### src/rtl/qspi_bus_arbiter.sv
// qspi_bus_arbiter
//   Shares the quad-SPI pin group between instruction fetch (requester 0)
//   and the data load/store port (requester 1). Grants are round-robin,
//   the granted requester's chip enable is driven low, a minimum CE-high
//   gap separates transactions, and a long-running owner is asked to
//   yield when the other requester is waiting.
//
// Ports
//   clk_osc              system clock
//   rst_n                synchronous active-low reset
//   req[1:0]             per-requester bus request (level)
//   ce_sel0/1[1:0]       target chip per requester (3 is illegal)
//   done[1:0]            end-of-transaction pulse, honoured from the owner only
//   sclk_r[1:0]          per-requester SPI clock
//   sio_o_r0/1[3:0]      per-requester sio output data
//   sio_oe_r0/1[3:0]     per-requester sio output enables
//   gnt[1:0]             registered grant, one-hot or zero
//   yield[1:0]           registered request to the owner to finish
//   err[1:0]             one-cycle pulse on a request rejected for ce_sel=3
//   ce[2:0]              active-low chip enables
//   sclk, sio_o, sio_oe  pins, muxed from the current owner
module qspi_bus_arbiter #(
  parameter int GAP_CYCLES = 2,
  parameter int MAX_HOLD   = 64
) (
  input  logic       clk_osc,
  input  logic       rst_n,
  input  logic [1:0] req,
  input  logic [1:0] ce_sel0,
  input  logic [1:0] ce_sel1,
  input  logic [1:0] done,
  input  logic [1:0] sclk_r,
  input  logic [3:0] sio_o_r0,
  input  logic [3:0] sio_o_r1,
  input  logic [3:0] sio_oe_r0,
  input  logic [3:0] sio_oe_r1,
  output logic [1:0] gnt,
  output logic [1:0] yield,
  output logic [1:0] err,
  output logic [2:0] ce,
  output logic       sclk,
  output logic [3:0] sio_o,
  output logic [3:0] sio_oe
);

  typedef enum logic [1:0] {
    IDLE = 2'd0,
    BUSY = 2'd1,
    GAP  = 2'd2
  } state_t;

  localparam logic [15:0] MAX_HOLD_L = 16'(MAX_HOLD);
  // The gap counter is loaded with G-1 so that GAP lasts exactly G cycles.
  localparam logic [3:0]  GAP_LOAD   = (GAP_CYCLES == 0) ? 4'd0 : 4'(GAP_CYCLES - 1);

  state_t      state_q, state_d;
  logic [1:0]  gnt_d, yield_d, err_d;
  logic [2:0]  ce_d;
  logic        ptr_q, ptr_d;
  logic [15:0] hold_q, hold_d, hold_inc;
  logic [3:0]  gap_q, gap_d;
  logic        owner;
  logic        pick;
  logic [1:0]  pick_sel;

  // gnt is one-hot while BUSY, so bit 1 alone identifies the owner.
  assign owner = gnt[1];

  always_comb begin
    state_d  = state_q;
    gnt_d    = gnt;
    yield_d  = yield;
    err_d    = 2'b00;
    ce_d     = ce;
    ptr_d    = ptr_q;
    hold_d   = hold_q;
    gap_d    = gap_q;
    pick     = 1'b0;
    pick_sel = 2'd0;
    hold_inc = (hold_q == 16'hFFFF) ? hold_q : hold_q + 16'd1;

    case (state_q)
      IDLE: begin
        if (req != 2'b00) begin
          // Contention resolved by the pointer; a lone request wins outright.
          pick     = (req == 2'b11) ? ptr_q : req[1];
          pick_sel = pick ? ce_sel1 : ce_sel0;
          ptr_d    = ~pick;
          if (pick_sel == 2'd3) begin
            err_d[pick] = 1'b1;
          end else begin
            gnt_d   = pick ? 2'b10 : 2'b01;
            ce_d    = ~(3'b001 << pick_sel);
            hold_d  = 16'd0;
            yield_d = 2'b00;
            state_d = BUSY;
          end
        end
      end
      BUSY: begin
        if (done[owner]) begin
          gnt_d   = 2'b00;
          yield_d = 2'b00;
          ce_d    = 3'b111;
          gap_d   = GAP_LOAD;
          state_d = (GAP_CYCLES == 0) ? IDLE : GAP;
        end else begin
          // Hold count is monotonic and saturating, so re-evaluating the
          // yield condition every cycle gives set/clear behaviour directly.
          hold_d         = hold_inc;
          yield_d        = 2'b00;
          yield_d[owner] = (hold_inc >= MAX_HOLD_L) && req[~owner];
        end
      end
      GAP: begin
        if (gap_q == 4'd0) begin
          state_d = IDLE;
        end else begin
          gap_d = gap_q - 4'd1;
        end
      end
      default: state_d = IDLE;
    endcase
  end

  always_ff @(posedge clk_osc) begin
    if (!rst_n) begin
      state_q <= IDLE;
      gnt     <= 2'b00;
      yield   <= 2'b00;
      err     <= 2'b00;
      ce      <= 3'b111;
      ptr_q   <= 1'b0;
      hold_q  <= 16'd0;
      gap_q   <= 4'd0;
    end else begin
      state_q <= state_d;
      gnt     <= gnt_d;
      yield   <= yield_d;
      err     <= err_d;
      ce      <= ce_d;
      ptr_q   <= ptr_d;
      hold_q  <= hold_d;
      gap_q   <= gap_d;
    end
  end

  // Pin mux from the registered grant; pins are quiet with no owner.
  always_comb begin
    sclk   = 1'b0;
    sio_o  = 4'b0000;
    sio_oe = 4'b0000;
    if (gnt[0]) begin
      sclk   = sclk_r[0];
      sio_o  = sio_o_r0;
      sio_oe = sio_oe_r0;
    end else if (gnt[1]) begin
      sclk   = sclk_r[1];
      sio_o  = sio_o_r1;
      sio_oe = sio_oe_r1;
    end
  end

endmodule

### config.mk
export PLATFORM = sky130hd
export DESIGN_NAME = qspi_bus_arbiter
export DESIGN_NICKNAME = d
export VERILOG_FILES = /design/src/rtl/qspi_bus_arbiter.sv
export SDC_FILE = /design/constraint.sdc
export NUM_CORES = 1
export LEC_CHECK = 0
export CAP_MARGIN = 10
export CORE_UTILIZATION = 43
export CTS_CLUSTER_SIZE = 24
export DETAILED_ROUTE_END_ITERATION = 8
export PLACE_DENSITY = 0.8
export SYNTH_ARGS = -nofsm -noshare
export SYNTH_HDL_FRONTEND = slang
export SYNTH_SLANG_ARGS = --single-unit
### constraint.sdc
create_clock -name clk_osc -period 2.6 [get_ports clk_osc]
set_clock_uncertainty 0.05 [all_clocks]
set_input_delay 0.52 -clock clk_osc [delete_from_list [all_inputs] [get_ports clk_osc]]
set_output_delay 0.52 -clock clk_osc [all_outputs]
set_load 0.03 [all_outputs]
==> results.toml, run 1 <==
[finish]
fin_util = 0.617
final_cells = 334
area_growth_pct = 33.3
fillers = 362
num-nets-final = 313
antenna_cells = 0
final_layout_size_suffix_gt1_frac = 0.102
final_cell_area_um2 = 2540

[timing]
worst_slew_pin_slew_ns = 0.480
period_minus_slack_ns = 2.39
slew_viol_final = 0
relSlewSlack = 0.680
setup_violations = 0
period_share = 0.920
fin_setup_tns_ns = 0
rsz0062_at_grt = "false"
whs_ns = 0.406
hold_viol_final = 0
fmax_ghz = 0.418

[global_route]
grt_pass1_vias = 1648
grt_antenna_before_repair = 0
grtUsageTotal = 0.211
grt_max_degree = 13
grt_pass1_wl_mm = 7.42
grt-ovfl-total = 0

[yosys]
synthArstFlopShare = 0
yosys.area.top_type = "dfxtp_1"
synth_top_area_frac = 0.336
yosys-top-cells-area = "dfxtp_1, nor2_1, nand2_1"
ys.flop_type = "dfxtp_1"
yosys_warnings = 0
syn_nets = 265
syn-cell-area_um2 = 1910
synthCells = 235
synth_seq_area_share = 0.336
ys_types = 53
synth.avg_cell_area_um2 = 8.11
synth_edf_count = 0
synth_commonest_cells = "dfxtp_1, nor2_1, nand2_1"
synth_seq_cells = 32

[worst_setup_path]
startpoint = "sio_oe_r0[2]"
reg2reg_slack_ns = 0.42
worst_setup_path_start_kind = "primary input"
max_stage_delay_ns = 0.67
endpoint = "sio_oe[2]"
criticalPathCategory = "in2out"
crit_chain = "clkdlybuf4s50_1, a22o_1, clkdlybuf4s50_1"
reg2reg_to = "yield[1]"
ff2ff_path_depth = 6
path_max_fanout = 1
critical_path_required_ns = 2.03
critical_path.slowest_cell = "clkdlybuf4s50_1"
crit_arrival_ns = 1.82
cp-end-kind = "primary output"
cpMostUsedCell = "clkdlybuf4s50_1"
r2r_start = "hold_q[2]"

[floorplanning]
initial_core_util = 0.463
ios = 46
dieHeight_um = 68.6
rows = 23
coreArea_um2 = 4120
dieArea_um2 = 4700
fp.dieW_um = 68.6

[hold_path]
min_from = "yield[0]"
min_path_type = "reg2reg"
min_delay_path_depth = 2

[routing]
drtPass1Iterations = 4
num_vias = 1895
wl_mm = 4.85
wl_per_cell_um = 14.5
drc_errors = 0
final_antenna_net_count = 0
drt_iter0_markers = 90
viasPerCell = 5.67

[clock_tree]
ctsHoldBuffers = 0
clk_latency_ns = 0.28
cts_tree = "built"
htreeDepth = 2
clkTransAtPathRegs_ns = 0.07
clk_path_buf_depth = 2
post_cts_buffers = 0
clock-root-buffer = "clkbuf_8"
cts_num_sinks = 32
ctsResizeCount = 0
cts_buffers = 5

[power]
ir_worst_vdd_mv = 0.489
power_density_nw_per_um2 = 539
p_leak_nw = 0.947

[outcome]
status = "finished, final reports clean"

[place]
place_area_um2 = 2410
dpl.hpwl_mm = 3.63
gp_congestion = 0.837
io_buffers = 45
dp.cells = 326

[job]
drv_cap = 0
==> final cells by class <==
type / count / area, µm² / share of cell area
clock inverter: 1 / 30.0 / 0.0118
clock buffer: 7 / 96.3 / 0.0379
timing repair buffer: 52 / 503 / 0.198
multi-input combinational: 187 / 1190 / 0.468
sequential: 32 / 641 / 0.252
tap: 50 / 62.6 / 0.0246
inverter: 5 / 18.8 / 0.00739
==> worst max-delay path, delay by kind of cell <==
kind	cells	cell delay (ns)
buffers and inverters	2	1.15
AOI/OAI and AO/OA	1	0.16
==> routing by layer <==
metal / up-vias / global-route usage / share of wire
li1: 949 / - / -
met4: 0 / 0.0755 / 0.0080
met5: - / 0 / 0
met3: 4 / 0.0543 / 0.048
met1: 893 / 0.274 / 0.45
met2: 49 / 0.335 / 0.49
==> cells by family (layout without fill, tap and decap cells) <==
kind of cell               Yosys count  after routing  share of synthesized area
and+or+nand+nor                    107            107                      0.295
AOI/OAI and AO/OA                   62             62                      0.234
adders and majority gates            2              2                     0.0131
DFF                                 32             32                      0.336
xor gates and xnor gates             8              8                     0.0368
buffers and inverters               16             65                     0.0401
muxes                                8              8                     0.0453
==> stage by stage <==
step	setup WS, ns	total power [mW]
finish	0.207	1.37
global route	0.176	1.43
CTS	0.209	1.38
detailed placement	0.0917	0.854
global placement	0.159	0.846
floorplan	0.625	0.721
==> registers in the layout, summed over array words and instances, names as in the netlist <==
signal   count
hold_q      16
gap_q        4
ce           3
err          2
gnt          2
state_q      2
yield        2
ptr_q        1
==> worst min path at each step <==
stage | end | slack [ns]
3_5_place_dp | yield[0] | 0.40
4_1_cts | yield[0] | 0.41
6_report | yield[0] | 0.41
2_1_floorplan | ptr_q | 0.39
3_3_place_gp | yield[0] | 0.40
5_1_grt | ptr_q | 0.45
==> layout by cell type (no fill, tap or decap), types with 6 or more instances in the layout <==
| master | instances |
|---|---|
| a21oi_1 | 18 |
| a22o_1 | 9 |
| buf_4 | 7 |
| clkbuf_8 | 7 |
| clkdlybuf4s50_1 | 45 |
| dfxtp_1 | 32 |
| mux2i_1 | 6 |
| nand2_1 | 29 |
| nor2_1 | 32 |
| nor3_1 | 10 |
| o21ai_0 | 12 |
| xnor2_1 | 7 |
==> power by group <==
part | switching [mW] | total (mW) | internal (mW) | leakage [nW]
combinational | 0.173 | 0.319 | 0.145 | 0.623
clock | 0.187 | 0.525 | 0.338 | 0.0645
sequential | 0.0175 | 0.526 | 0.509 | 0.259
No activity file was read; power rests on OpenSTA's default activity.
==> run 2: changes to the inputs <==
--- a/config.mk
+++ b/config.mk
@@ -6,10 +6,12 @@
 export NUM_CORES = 1
 export LEC_CHECK = 0
 export CAP_MARGIN = 10
-export CORE_UTILIZATION = 43
+export CELL_PAD_IN_SITES_DETAIL_PLACEMENT = 1
+export CELL_PAD_IN_SITES_GLOBAL_PLACEMENT = 2
+export CORE_UTILIZATION = 28
 export CTS_CLUSTER_SIZE = 24
 export DETAILED_ROUTE_END_ITERATION = 8
-export PLACE_DENSITY = 0.8
+export PLACE_DENSITY = 0.88
 export SYNTH_ARGS = -nofsm -noshare
 export SYNTH_HDL_FRONTEND = slang
 export SYNTH_SLANG_ARGS = --single-unit
==> run 2 against run 1 <==
  * The run now ends with DRC left
  * Clock power down 21%
  * Sequential power about the same
  * Core utilization down 22 points
  * Die area increased by 52%
  * Combinational power is 5% higher
  * Hold slack improved by 0.012 ns
  * Fmax up 1.1%
  * First-iteration DRC count is 36% lower
  * Routed wire length is 10% higher
==> results.toml, run 2 (synthesis results as in run 1) <==
[floorplanning]
ios = 46
coreArea_um2 = 6460
dieHeight_um = 84.5
initial_core_util = 0.295
fp.dieW_um = 84.5
dieArea_um2 = 7140
rows = 29

[hold_path]
min_delay_path_depth = 2
min_path_type = "reg2reg"
min_delay_worst_endpoint = "yield[0]"
min_from = "yield[0]"

[power]
p_leak_nw = 0.946
pwr-share-seq = 0.412
clkPwrFrac = 0.325
p_switching_uw = 378
p_sw_frac = 0.295
internal_power_uw = 901
ir_worst_vdd_mv = 0.206
power_density_nw_per_um2 = 497
comb_power_share = 0.263

[outcome]
status = "complete, but fails checks"
violations = "DRC"

[global_route]
grtUsageTotal = 0.156
use_met3 = 0.0413
grt.met1_usage = 0.191
gr-max-usage-layer = "met2"
grt_pass1_wl_mm = 8.96
grt_pass1_vias = 1861
grt_antenna_before_repair = 0
grt-ovfl-total = 0
grt_max_degree = 20
met2_usage = 0.271

[worst_setup_path]
critical_path_required_ns = 2.03
r2r_start = "hold_q[3]"
worst_setup_path_start_kind = "primary input"
cp-end-kind = "primary output"
crit_chain = "clkdlybuf4s50_1, a22o_1, clkdlybuf4s50_1"
crit_arrival_ns = 1.80
cpMostUsedCell = "clkdlybuf4s50_1"
reg2reg_slack_ns = 0.49
path_max_fanout = 1
criticalPathCategory = "in2out"
max_stage_delay_ns = 0.68
reg2reg_to = "yield[0]"
ff2ff_path_depth = 6
critical_path.slowest_cell = "clkdlybuf4s50_1"
critPathBufInv = 2
path_delay_family = "buffers and inverters"

[timing]
setup_violations = 0
rsz0062_at_grt = "false"
fin_setup_tns_ns = 0
whs_ns = 0.418
hold_viol_final = 0
worst_slew_pin_slew_ns = 0.480
fmax_ghz = 0.422
relSlewSlack = 0.679
period_share = 0.911
period_minus_slack_ns = 2.37
slew_viol_final = 0

[place]
dpl.hpwl_mm = 4.11
gp_congestion = 0.800
io_buffers = 45

[clock_tree]
cts_buffers = 5
ctsResizeCount = 0
clk_latency_ns = 0.28
cts_num_sinks = 32
clock-root-buffer = "clkbuf_8"
clkTransAtPathRegs_ns = 0.07
cts_tree = "built"
ctsHoldBuffers = 0
post_cts_buffers = 0
htreeDepth = 2
clk_path_buf_depth = 2

[routing]
final_antenna_net_count = 0
wl_per_cell_um = 14.8
drc_errors = 8
drt_iter0_markers = 58
viasPerCell = 5.28
wl_mm = 5.35
drtPass1Iterations = 7
num_vias = 1913

[finish]
final_common_cell = "clkdlybuf4s50_1"
final_layout_size_suffix_gt1_frac = 0.105
registers.top_by_ff_count = "hold_q"
largest_reg_flops = 16
layout_common_cells = "clkdlybuf4s50_1, nor2_1, dfxtp_1"
num-nets-final = 315
reg.largest.list = "hold_q: 16 flops, gap_q: 4 flops, ce: 3 flops"
area_growth_pct = 34.9
antenna_cells = 0

[job]
drv_cap = 0
-- run 2: cell types whose count changed in the layout (fill, tap and decap cells not counted) --
cell / previous run / this run
buf_12: 0 / 1
buf_4: 7 / 8
bufinv_16: 1 / 0
-- run 2: layer usage --
layer | share of wire | vias to the layer above
met3 | 0.052 | 0
met2 | 0.49 | 42
met4 | 0 | 0
met1 | 0.46 | 923
li1 | - | 948
met5 | 0 | -
-- run 2: how the worst max path moves through the flow --
stage | from | to | slack (ns) | cells after the start
detailed placement | req[0] | hold_q[5] | 0.04 | 8
CTS | sclk_r[0] | sclk | 0.23 | 3
global placement | req[0] | hold_q[5] | 0.09 | 8
global route | sclk_r[0] | sclk | 0.17 | 3
finish | sclk_r[0] | sclk | 0.23 | 3
floorplan | gnt[1] | hold_q[5] | 0.63 | 6
-- run 2: per-stage QoR --
stage	setup slack, ns	total power [mW]	cell area (µm²)	utilization	std cells
after detailed placement	0.0435	0.876	2470	0.383	355
after CTS	0.233	1.30	2570	0.398	362
after global placement	0.0899	0.868	2470	0.383	355
after global routing	0.174	1.35	2570	0.398	362
after floorplan	0.625	0.721	1910	-	235
final	0.232	1.28	2570	0.398	362
-- run 2: area by class of cell --
| type | instances | area, µm² |
|---|---|---|
| fill | 790 | 3890 |
| multi-input combinational | 187 | 1190 |
| sequential | 32 | 641 |
| timing repair buffer | 54 | 531 |
| clock buffer | 7 | 96.3 |
| tap | 77 | 96.3 |
| inverter | 5 | 18.8 |
-- run 2: power groups by stage --
stage          registers, mW  logic (mW)  clock network [mW]
2_1_floorplan          0.550       0.170                   0
3_3_place_gp           0.537       0.331                   0
3_5_place_dp           0.538       0.337                   0
4_1_cts                0.527       0.339               0.437
5_1_grt                0.530       0.365               0.459
6_report               0.527       0.336               0.415
-- run 2: tightest hold or removal path: stages (launching register included) --
cell and delay [ns]:
dfxtp_1 0.32, nand2_1 0.05, o31ai_1 0.06
==> variant, RTL diff (flow settings as in run 2) <==
Put one more register stage on the output `err`, cleared by the reset. The value now appears one clock later. The other outputs are not delayed to match. Comments in the files are not updated.
--- a/src/rtl/qspi_bus_arbiter.sv
+++ b/src/rtl/qspi_bus_arbiter.sv
@@ -52,6 +52,8 @@
   localparam logic [15:0] MAX_HOLD_L = 16'(MAX_HOLD);
   // The gap counter is loaded with G-1 so that GAP lasts exactly G cycles.
   localparam logic [3:0]  GAP_LOAD   = (GAP_CYCLES == 0) ? 4'd0 : 4'(GAP_CYCLES - 1);
+
+  logic [1:0] err_s0;
 
   state_t      state_q, state_d;
   logic [1:0]  gnt_d, yield_d, err_d;
@@ -128,7 +130,7 @@
       state_q <= IDLE;
       gnt     <= 2'b00;
       yield   <= 2'b00;
-      err     <= 2'b00;
+      err_s0  <= 2'b00;
       ce      <= 3'b111;
       ptr_q   <= 1'b0;
       hold_q  <= 16'd0;
@@ -137,7 +139,7 @@
       state_q <= state_d;
       gnt     <= gnt_d;
       yield   <= yield_d;
-      err     <= err_d;
+      err_s0  <= err_d;
       ce      <= ce_d;
       ptr_q   <= ptr_d;
       hold_q  <= hold_d;
@@ -161,5 +163,13 @@
     end
   end
 
+  always_ff @(posedge clk_osc) begin
+    if (!rst_n) begin
+      err <= '0;
+    end else begin
+      err <= err_s0;
+    end
+  end
+
 endmodule
 
Function: changed (Yosys sat finds a counterexample within 4 cycles, from zero or initial values and one cycle with rst_n low).
==> variant against run 2 <==
Design area increased by 3.0%; wire length increased by 9.6%; count of clock-buffer cells in the layout decreased by 1; total power increased by 2.0%; worst setup slack got worse by 0.067 ns; hold slack got worse by 0.029 ns; via count increased by 5.6%; sequential cell count increased by 2; non-clock buffer count increased by 7; area after synthesis increased by 2.3%.
==> variant: results <==
set metrics [dict create \
    routed_via_density 5.32 \
    met1Wirelength_um 2870 \
    layout-drive-gt1-share 0.113 \
    detail_route.iter0.violations 64 \
    multi_input_comb_area_um2 1170 \
    powerClk_mw 0.419 \
    gp_congestion 0.822 \
    placed_cell_area_um2 2550 \
    max-vdd-ir-drop_mv 0.257 \
    met1_usage 0.224 \
    r2r_setup_slack_ns 0.20 \
    detailedRoute.firstPassIterationCount 6 \
    nonClkBufAreaFrac 0.215 \
    grtUsageTotal 0.169 \
    routed.top_layer "met4" \
    run_status "finished, final reports clean" \
    post_synth_mux_area_share 0.0263 \
    max_slew.worst_pin.slew_ns 0.603 \
    grt_first_pass_wirelength_um 9820 \
    wl_met3_um 272 \
    n_all_buffers 61 \
    endpoint "sio_oe[1]" \
    post_synth_main_area_contributors "sky130_fd_sc_hd__dfxtp_1, sky130_fd_sc_hd__nor2_1, sky130_fd_sc_hd__a21oi_1" \
    pg_comb_mw 0.326 \
    seq_area_frac_synth 0.349 \
    postLayoutCoreUtil 0.392 \
    grt_start_max_net_pins 12 \
    non_clock_inverter_instance_count_of_the_final_layout 8 \
    place_hpwl_um 4440 \
    cp-startpoint "gnt[1]$_SDFFE_PN0P_" \
    first_global_vias 2027 \
    fmax_mhz 411 \
    route.detailed.wl_per_inst_um 15.4 \
    final_net_count 329 \
    synth_compound_gate_area_share 0.228 \
    core-area_um2 6760 \
    place.detailed.instances 372 \
    synthAdderAreaFrac 0.0128 \
    total_leakage_power_nw 0.987 \
    met2_wirelength_um 2650 \
    final-seq-area_um2 681 \
    globalRouteMet2Util 0.279 \
    worstReg2RegStart "hold_q[0]$_SDFFE_PN0P_" \
    arrival_ns 1.86 \
    synthesis.nets 276 \
    route.final.wire_length_um 5870 \
    dp_slack_ns 0.190 \
    commonest_cells_post_synth "sky130_fd_sc_hd__dfxtp_1, sky130_fd_sc_hd__nor2_1, sky130_fd_sc_hd__a21oi_1" \
    cts_num_sinks 34 \
    final.clkbuf_count 6 \
    r2r_end "yield[1]$_SDFFE_PN0P_" \
    filler_cell_count 809 \
    cts-resized-gates 1 \
]
## variant: cell types whose count changed in the layout (fill, tap and decap cells not counted), sizes merged, moves of 3 or more
cell,run 2,this run
nand2,29,17
a31oi,0,9
buf,9,16
nand3,5,9
and2,3,6
and4,3,6
o211ai,4,1
o31ai,3,0
or2,0,3
## variant: worst min-delay path by stage
stage	from	to	slack, ns
4_1_cts	err_s0[1]$_SDFF_PN0_	err[1]$_SDFF_PN0_	0.39
2_1_floorplan	err_s0[0]$_SDFF_PN0_	err[0]$_SDFF_PN0_	0.36
3_3_place_gp	err_s0[1]$_SDFF_PN0_	err[1]$_SDFF_PN0_	0.37
5_1_grt	err_s0[0]$_SDFF_PN0_	err[0]$_SDFF_PN0_	0.41
3_5_place_dp	err_s0[1]$_SDFF_PN0_	err[1]$_SDFF_PN0_	0.37
6_report	err_s0[0]$_SDFF_PN0_	err[0]$_SDFF_PN0_	0.39
